===== config.mk =====
export PLATFORM = sky130hd
export DESIGN_NAME = attack_sequencer
export DESIGN_NICKNAME = d
export VERILOG_FILES = /design/src/rtl/attack_sequencer_pkg.sv /design/src/rtl/attack_sequencer_frame_counter.sv /design/src/rtl/attack_sequencer.sv
export SDC_FILE = /design/constraint.sdc
export NUM_CORES = 1
export LEC_CHECK = 0
export ABC_CLOCK_PERIOD_IN_PS = 1600
export BUFFER_PORTS_ARGS = -buffer_cell sky130_fd_sc_hd__buf_2
export CORE_MARGIN = 1.5
export CORE_UTILIZATION = 48
export CTS_BUF_LIST = sky130_fd_sc_hd__clkbuf_2
export CTS_CLUSTER_DIAMETER = 40
export CTS_CLUSTER_SIZE = 14
export DETAILED_ROUTE_END_ITERATION = 8
export GPL_TIMING_DRIVEN = 0
export HOLD_SLACK_MARGIN = 0.08
export PLACE_DENSITY = 0.76
export SYNTH_ARGS = -nofsm -noshare
export SYNTH_HDL_FRONTEND = slang
export SYNTH_SLANG_ARGS = --single-unit

===== constraint.sdc =====
create_clock -name clk -period 1.6 [get_ports clk]
set_input_delay 0.4 -clock clk [delete_from_list [all_inputs] [get_ports clk]]
set_output_delay 0.4 -clock clk [all_outputs]
set_load 0.01 [all_outputs]

===== src/rtl/attack_sequencer_pkg.sv =====
// Shared encodings and default frame data for the attack sequencer.
// The game resolver imports the same constants for hitbox timing.
package attack_sequencer_pkg;

  typedef enum logic [1:0] {
    PH_IDLE     = 2'd0,
    PH_STARTUP  = 2'd1,
    PH_ACTIVE   = 2'd2,
    PH_RECOVERY = 2'd3
  } phase_e;

  typedef enum logic [1:0] {
    ATK_NONE = 2'd0,
    ATK_ATK1 = 2'd1,
    ATK_ATK2 = 2'd2
  } attack_id_e;

  localparam int A1_STARTUP_DEF  = 3;
  localparam int A1_ACTIVE_DEF   = 2;
  localparam int A1_RECOVERY_DEF = 5;
  localparam int A2_STARTUP_DEF  = 6;
  localparam int A2_ACTIVE_DEF   = 3;
  localparam int A2_RECOVERY_DEF = 10;
  localparam int CNT_W_DEF       = 4;

  // Total frames an attack keeps the fighter busy when it runs to completion.
  function automatic int attack_total_frames(input int startup, input int active,
                                             input int recovery);
    return startup + active + recovery;
  endfunction

endpackage


===== src/rtl/attack_sequencer_frame_counter.sv =====
// Loadable frame down-counter, advancing only on frame ticks.
// Load wins over decrement; the counter holds at zero.
module frame_counter #(
  parameter int CNT_W = 4
) (
  input  logic             clk,
  input  logic             reset_n,
  input  logic             en,
  input  logic             load,
  input  logic [CNT_W-1:0] load_val,
  output logic             zero
);

  logic [CNT_W-1:0] cnt_q;
  logic [CNT_W-1:0] cnt_d;

  always_comb begin
    // NOTE: default first so every path assigns cnt_d and no latch is inferred.
    cnt_d = cnt_q;
    if (en) begin
      if (load) begin
        cnt_d = load_val;
      end else if (cnt_q != '0) begin
        cnt_d = cnt_q - CNT_W'(1);
      end
    end
  end

  always_ff @(posedge clk or negedge reset_n) begin
    if (!reset_n) begin
      cnt_q <= '0;
    end else begin
      // NOTE: non-blocking so every flop samples pre-edge values.
      cnt_q <= cnt_d;
    end
  end

  assign zero = (cnt_q == '0);

endmodule


===== src/rtl/attack_sequencer.sv =====
// Frame-based attack controller: STARTUP -> ACTIVE -> RECOVERY on SCEN ticks,
// with hitstun cancel and a single-hit latch for the resolver.
module attack_sequencer
  import attack_sequencer_pkg::*;
#(
  parameter int A1_STARTUP  = A1_STARTUP_DEF,
  parameter int A1_ACTIVE   = A1_ACTIVE_DEF,
  parameter int A1_RECOVERY = A1_RECOVERY_DEF,
  parameter int A2_STARTUP  = A2_STARTUP_DEF,
  parameter int A2_ACTIVE   = A2_ACTIVE_DEF,
  parameter int A2_RECOVERY = A2_RECOVERY_DEF,
  parameter int CNT_W       = CNT_W_DEF
) (
  input  logic       clk,
  input  logic       reset_n,
  input  logic       SCEN,
  input  logic       attack_enable,
  input  logic       attack1,
  input  logic       attack2,
  input  logic       hitstun_active,
  input  logic       hit_confirm,
  output logic       attack_busy,
  output logic       hitbox_active,
  output logic [1:0] attack_id,
  output logic [1:0] phase,
  output logic       hit_landed,
  output logic       attack_done,
  output logic       attack_aborted
);

  // Counter loads hold duration-1 so a zero count means "last frame of phase".
  localparam logic [CNT_W-1:0] A1_S_M1 = CNT_W'(A1_STARTUP - 1);
  localparam logic [CNT_W-1:0] A1_A_M1 = CNT_W'(A1_ACTIVE - 1);
  localparam logic [CNT_W-1:0] A1_R_M1 = CNT_W'(A1_RECOVERY - 1);
  localparam logic [CNT_W-1:0] A2_S_M1 = CNT_W'(A2_STARTUP - 1);
  localparam logic [CNT_W-1:0] A2_A_M1 = CNT_W'(A2_ACTIVE - 1);
  localparam logic [CNT_W-1:0] A2_R_M1 = CNT_W'(A2_RECOVERY - 1);

  phase_e     state_q, state_d;
  attack_id_e id_q, id_d;
  logic       hit_landed_q, hit_landed_d;
  logic       done_q, done_d;
  logic       aborted_q, aborted_d;

  logic             cnt_load;
  logic [CNT_W-1:0] cnt_val;
  logic             cnt_zero;

  function automatic logic [CNT_W-1:0] dur_m1(input attack_id_e id, input phase_e ph);
    logic heavy;
    heavy = (id == ATK_ATK2);
    case (ph)
      PH_STARTUP:  return heavy ? A2_S_M1 : A1_S_M1;
      PH_ACTIVE:   return heavy ? A2_A_M1 : A1_A_M1;
      PH_RECOVERY: return heavy ? A2_R_M1 : A1_R_M1;
      default:     return '0;
    endcase
  endfunction

  frame_counter #(
    .CNT_W(CNT_W)
  ) u_frame_counter (
    .clk     (clk),
    .reset_n (reset_n),
    .en      (SCEN),
    .load    (cnt_load),
    .load_val(cnt_val),
    .zero    (cnt_zero)
  );

  assign hitbox_active = (state_q == PH_ACTIVE) && !hit_landed_q;

  always_comb begin
    state_d      = state_q;
    id_d         = id_q;
    hit_landed_d = hit_landed_q;
    done_d       = 1'b0;
    aborted_d    = 1'b0;
    cnt_load     = 1'b0;
    cnt_val      = '0;

    // Hit latch runs every clk, independent of the frame tick.
    if (hitbox_active && hit_confirm) begin
      hit_landed_d = 1'b1;
    end

    if (SCEN) begin
      if (state_q == PH_IDLE) begin
        if (attack_enable && (attack1 || attack2) && !hitstun_active) begin
          id_d     = attack1 ? ATK_ATK1 : ATK_ATK2;
          state_d  = PH_STARTUP;
          cnt_load = 1'b1;
          cnt_val  = dur_m1(id_d, PH_STARTUP);
        end
      end else if (hitstun_active) begin
        state_d      = PH_IDLE;
        id_d         = ATK_NONE;
        hit_landed_d = 1'b0;
        aborted_d    = 1'b1;
        cnt_load     = 1'b1;
      end else if (cnt_zero) begin
        cnt_load = 1'b1;
        case (state_q)
          PH_STARTUP: begin
            state_d = PH_ACTIVE;
            cnt_val = dur_m1(id_q, PH_ACTIVE);
          end
          PH_ACTIVE: begin
            state_d = PH_RECOVERY;
            cnt_val = dur_m1(id_q, PH_RECOVERY);
          end
          default: begin
            state_d      = PH_IDLE;
            id_d         = ATK_NONE;
            hit_landed_d = 1'b0;
            done_d       = 1'b1;
          end
        endcase
      end
    end
  end

  always_ff @(posedge clk or negedge reset_n) begin
    if (!reset_n) begin
      state_q      <= PH_IDLE;
      id_q         <= ATK_NONE;
      hit_landed_q <= 1'b0;
      done_q       <= 1'b0;
      aborted_q    <= 1'b0;
    end else begin
      state_q      <= state_d;
      id_q         <= id_d;
      hit_landed_q <= hit_landed_d;
      done_q       <= done_d;
      aborted_q    <= aborted_d;
    end
  end

  assign attack_busy    = (state_q != PH_IDLE);
  assign attack_id      = id_q;
  assign phase          = state_q;
  assign hit_landed     = hit_landed_q;
  assign attack_done    = done_q;
  assign attack_aborted = aborted_q;

endmodule


==> results of run 1 <==
## power by group
group          switching (mW)  internal [mW]  leakage [nW]
clock                  0.0941         0.0663        0.0166
sequential              0.105          0.384         0.142
combinational           0.650          0.696         0.333
total                   0.850           1.15         0.492
## flip-flops by register name, summed over array words and instances (netlist names)
register / flops
phase: 2
attack_id: 2
hit_landed: 1
u_frame_counter.cnt_q: 4
attack_done: 1
attack_aborted: 1
## area by class of cell
class / instances / share of cell area [%]
inverter: 6 / 2.47
sequential: 11 / 27.2
timing repair buffer: 32 / 21.0
multi-input combinational: 57 / 45.5
clock buffer: 4 / 1.98
tap: 15 / 1.85
## repair_timing
action                                  in CTS  in global routing
endpoints found under the setup margin      11                 11
gates resized for setup                     14                  4
hold buffers                                 1                  0
pin swaps                                    3                  1
buffers inserted                            12                  3
hold endpoints to repair                    11                  0
## stage by stage
stage / cells / worst slack, ns / instance area [µm²]
2_1_floorplan: 75 / -0.129 / 708
4_1_cts: 123 / -0.144 / 982
5_1_grt: 125 / -0.188 / 1010
6_report: 125 / -0.129 / 1010
3_3_place_gp: 106 / -0.276 / 807
3_5_place_dp: 106 / -0.287 / 807
## cell usage after synthesis (all sizes together), types with 2 or more instances
library cell  count  area share (%)
nor2              2             1.1
nor3b             3             3.3
ha                4             7.3
nor3              2             1.5
a22o              2             2.5
o21ai             8             5.8
a21oi             3             2.2
nand3             3             2.2
nor2b             6             5.8
and3              2             1.8
inv               6             3.3
nand2             8             4.4
dfrtp            11              40
mux2i             2             2.9
## critical path, delay by kind of cell (launching register included)
| family | cells | cell delay [ns] |
|---|---|---|
| AO/OA/AOI/OAI | 2 | 0.32 |
| flip-flops | 1 | 0.40 |
| adder cells (fa/ha/maj) | 1 | 0.13 |
| AND/OR/NAND/NOR | 3 | 0.69 |
| buffers and inverters | 1 | 0.08 |
## final timing paths
path	start	to	slack (ns)
hold / removal	attack1	attack_id[0]	0.44
min in group asynchronous	reset_n	phase[1]	0.53
max in group asynchronous	reset_n	attack_done	0.85
setup reg to reg	u_frame_counter.cnt_q[0]	u_frame_counter.cnt_q[1]	-0.13
hold reg to reg	attack_id[0]	attack_id[0]	0.58
setup / recovery	u_frame_counter.cnt_q[0]	u_frame_counter.cnt_q[1]	-0.13
## per-layer routing
| layer | GRT usage (%) | vias up | part of all wire, % |
|---|---|---|---|
| li1 | - | 340 | - |
| met3 | 9.78 | 2 | 7.2 |
| met4 | 5.00 | 0 | 0.20 |
| met5 | 0 | - | 0 |
| met2 | 45.7 | 41 | 52 |
| met1 | 33.6 | 364 | 40 |
## logic make-up after synthesis
logic type	Yosys count
muxes	2
DFF	11
AOI/OAI and AO/OA	20
adders and majority gates	4
buffers and inverters	7
and+or+nand+nor	31
==> run metrics, run 1 <==
Worst Path Required approximately 1.8 ns; Global Route Usage Sum between 20% and 30%; register area 275 µm²; first-pass GRT wire length approximately 2.9 mm; Max stage delay cell, worst path dfrtp_1; layout cells sized above 1 between 40 and 50%; Mapped Cells 75; Final Max Slew Viols 0; Iter 0 DRT Violations 31; most frequent cells in the layout buf_2, buf_4, dfrtp_1; Tmin final ~1.7 ns; Unique masters post-synth 29; DRT antenna net count 0; static leakage 0.492 nW; area growth from synthesis to layout 47.1%; ys async rst share 100%; final worst setup slack -0.129 ns; CP startpoint kind flip-flop; total core area ~1300 µm²; Primary FF master, synth dfrtp_1; Post-Synth XOR/XNOR Area 0%; DRC 0; final count of negative-setup-slack endpoints 9; Compound-Gate Fraction of Synth Area about a fifth; simple-gate share of the synthesized area between 20% and 30%; vias in the first global route around 640; VDD IR max 1.18 mV; total power ~2.0 mW; final hold slack approximately 0.44 ns; Post-Syn Area 688 µm²; post-synthesis adder-cell area fraction under 10%; largest net degree at the start of global routing 12; total gr overflow 0; final hold violation count 0; Mapped Nets between 80 and 90; period utilization 108%; multi-input logic area about 460 µm²; Buffers on Ports 16; worst-path cell chain inv_2 > ha_4 > or3b_4 > nand2_2 > and3_4 > o311ai_4 > a22o_1; Worst-Skew Late Latency 0.27 ns; worst setup path class reg2reg; most common cell after layout, fill and taps aside buf_2; Initial Util between 50% and 60%; CTS tree done; clock slew at reported path FFs about 0.12 ns; Post-synth EDFFs 0; CTS buffer count 3; Detailed Place HPWL about 1.2 mm; DR vias around 750; status finished with violations; f_max between 500 and 600 MHz; Synth Area per Inst around 9 µm²; initial antenna violation count 0; die width 40.9 µm; CP peak stage delay about 0.4 ns; Worst Tran Pin Value around 0.37 ns; die area ~1700 µm²; synth warn 0; Die Ht 40.9 µm; n_diodes 0; htree depth 1; drt total wl 1.97 mm; number of fill cells 91; Critical Path End Type flip-flop; largest family of logic cells by synthesized area simple AND/OR/NAND/NOR gates; final core utilization approximately three quarters; Final GP Congestion roughly 0.9; mux contribution to synthesized area 2.91%; min-delay worst type in2reg; PwrDens just under 2000 nW/µm²; Reg2Reg Depth 7; std cell rows 13; register area share after synthesis between 40% and 50%; maximum root-to-sink buffer count 2; DR vias/cell around 6.0; hold depth 2; max cap viols 0; crit path DAT 1.88 ns; Net count, final ~120; Max-slew headroom about three quarters; setup TNS -0.497 ns; DR WL/cell about 16 µm; boundary pin count 17; RSZ-0062 raised after global routing yes; CTS Root Cell clkbuf_2; DR pass1 iterations 4; failing checks setup timing; Sink Count 11; Synth Register Bits 11; Setup Skew roughly 0.017 ns; CP Max Fanout 5
No activity file was read; power rests on OpenSTA's default activity.
==> inputs of run 2 (changes only) <==
--- a/config.mk
+++ b/config.mk
@@ -8,4 +8,5 @@
 export ABC_CLOCK_PERIOD_IN_PS = 1600
 export BUFFER_PORTS_ARGS = -buffer_cell sky130_fd_sc_hd__buf_2
+export CAP_MARGIN = 40
 export CORE_MARGIN = 1.5
 export CORE_UTILIZATION = 48
==> constraint.sdc (replaced) <==
create_clock -name clk -period 1.6 [get_ports clk]
set_input_delay 0.08 -clock clk [delete_from_list [all_inputs] [get_ports clk]]
set_output_delay 0.08 -clock clk [all_outputs]
set_load 0.01 [all_outputs]
==> run metrics, run 2 (synthesis gave the netlist of run 1 again) <==
Worst Tran Pin Value 0.354 ns; number of fill cells between 80 and 90; largest net degree at the start of global routing 12; total power approximately 2.0 mW; std cell rows 13; Buffers on Ports 16; Setup Skew around 0.018 ns; maximum root-to-sink buffer count 2; Final GP Congestion between 0.9 and 1; period utilization 108%; Max-slew headroom approximately 76%; final count of negative-setup-slack endpoints 7; drt total wl between 1.5 and 2 mm; DRT antenna net count 0; cell total after placement roughly 110; most common cell after layout, fill and taps aside buf_2; Worst-Skew Late Latency 0.29 ns; setup TNS -0.367 ns; die area roughly 1700 µm²; GR Layer Usage met2 39.1%; DP Worst Slack -0.287 ns; Flop pwr share between 20% and 30%; DR vias/cell around 5.8; initial antenna violation count 0; met1 usage roughly 31%; Tmin final about 1.7 ns; boundary pin count 17; DR WL/cell 16.2 µm; clock slew at reported path FFs between 0.1 and 0.15 ns; CTS tree done; first-pass GRT wire length ~2.6 mm; final core utilization 74.9%; CTS Root Cell clkbuf_2; fin area between 900 and 1000 µm²; worst setup path class reg2reg; CP startpoint kind flip-flop; htree depth 1; combinational power share approximately two thirds; most frequent cells in the layout buf_2, dfrtp_1, buf_4; max cap viols 0; CTS buffer count 3; layout cells sized above 1 a little under half; Net count, final roughly 120; status finished with violations; PwrDens 2000 nW/µm²; crit path DAT approximately 1.9 ns; met3 Use GR a little over 10%; Net Sw Frac between 40 and 50%; Int Power between 1 and 1.5 mW; Finished Layout Cells 121; final worst setup slack -0.130 ns; Critical Path End Type flip-flop; DR vias 701; CP Max Fanout 5; min-delay worst type in2reg; register area between 200 and 300 µm²; final hold violation count 0; Largest register FFs 4; final hold slack around 0.096 ns; clock share of power between 8 and 9%; Sink Count 11; multi-input logic area between 400 and 500 µm²; Worst Path Required about 1.8 ns; area growth from synthesis to layout 43.5%; n_diodes 0; RSZ-0062 raised after global routing yes; Initial Util between 50 and 60%; Detailed Place HPWL between 1 and 1.5 mm; Global Route Usage Sum between 20 and 30%; VDD IR max roughly 1.3 mV; vias in the first global route 593; total gr overflow 0; Final Max Slew Viols 0; DRC 0; Largest Register u_frame_counter.cnt_q; Placement Cell Area around 810 µm²; DR pass1 iterations 4; failing checks setup timing; total core area 1320 µm²; Die Ht 40.9 µm; Iter 0 DRT Violations 29; f_max roughly 580 MHz; P_sw 0.866 mW; most used routing layer met2; die width 40.9 µm; static leakage between 0.4 and 0.5 nW
-- run 2: cell count changes in the layout (fill, tap and decap cells not counted), sizes merged --
| cell | change |
|---|---|
| buf | -4 |
-- run 2: critical path, cell delays in order, from the launching register on --
cell	delay, ns
dfrtp_1	0.41
inv_2	0.08
ha_4	0.13
or3b_4	0.40
o21ai_1	0.33
a21oi_1	0.08
a22o_1	0.20
-- run 2: final cells by class --
| cell class | count | share of cell area [%] |
|---|---|---|
| tap | 15 | 1.90 |
| multi-input combinational | 57 | 47.8 |
| sequential | 11 | 27.9 |
| timing repair buffer | 28 | 17.9 |
| clock buffer | 4 | 2.03 |
| inverter | 6 | 2.53 |
-- run 2: power groups by stage --
stage                     clock (mW)  combinational, mW  sequential (mW)
after floorplan                    0              0.624            0.504
final                          0.168               1.31            0.490
after detailed placement           0              0.875            0.500
after global placement             0              0.855            0.492
after global routing           0.187               1.41            0.504
after CTS                      0.166               1.07            0.485
-- run 2: final timing paths --
check | from | endpoint | slack [ns] | depth (start not counted)
max in group asynchronous | reset_n | attack_done | 1.19 | 2
hold reg to reg | attack_id[1] | attack_id[1] | 0.58 | 1
hold / removal | attack1 | attack_id[0] | 0.1 | 2
setup / recovery | u_frame_counter.cnt_q[1] | u_frame_counter.cnt_q[1] | -0.13 | 6
setup reg to reg | u_frame_counter.cnt_q[1] | u_frame_counter.cnt_q[1] | -0.13 | 6
min in group asynchronous | reset_n | phase[1] | 0.19 | 2
-- run 2: metal layers --
layer,up-vias,wire (µm)
li1,333,-
met1,336,780
met2,28,1030
met3,4,120
met4,0,30
met5,-,0
-- run 2: timing repair --
action | in CTS | in global routing
hold buffers | 1 | 0
buffers inserted | 7 | 4
pin swaps | 2 | 4
gates resized for setup | 9 | 10
hold endpoints to repair | 11 | 0
setup endpoints to repair | 9 | 9
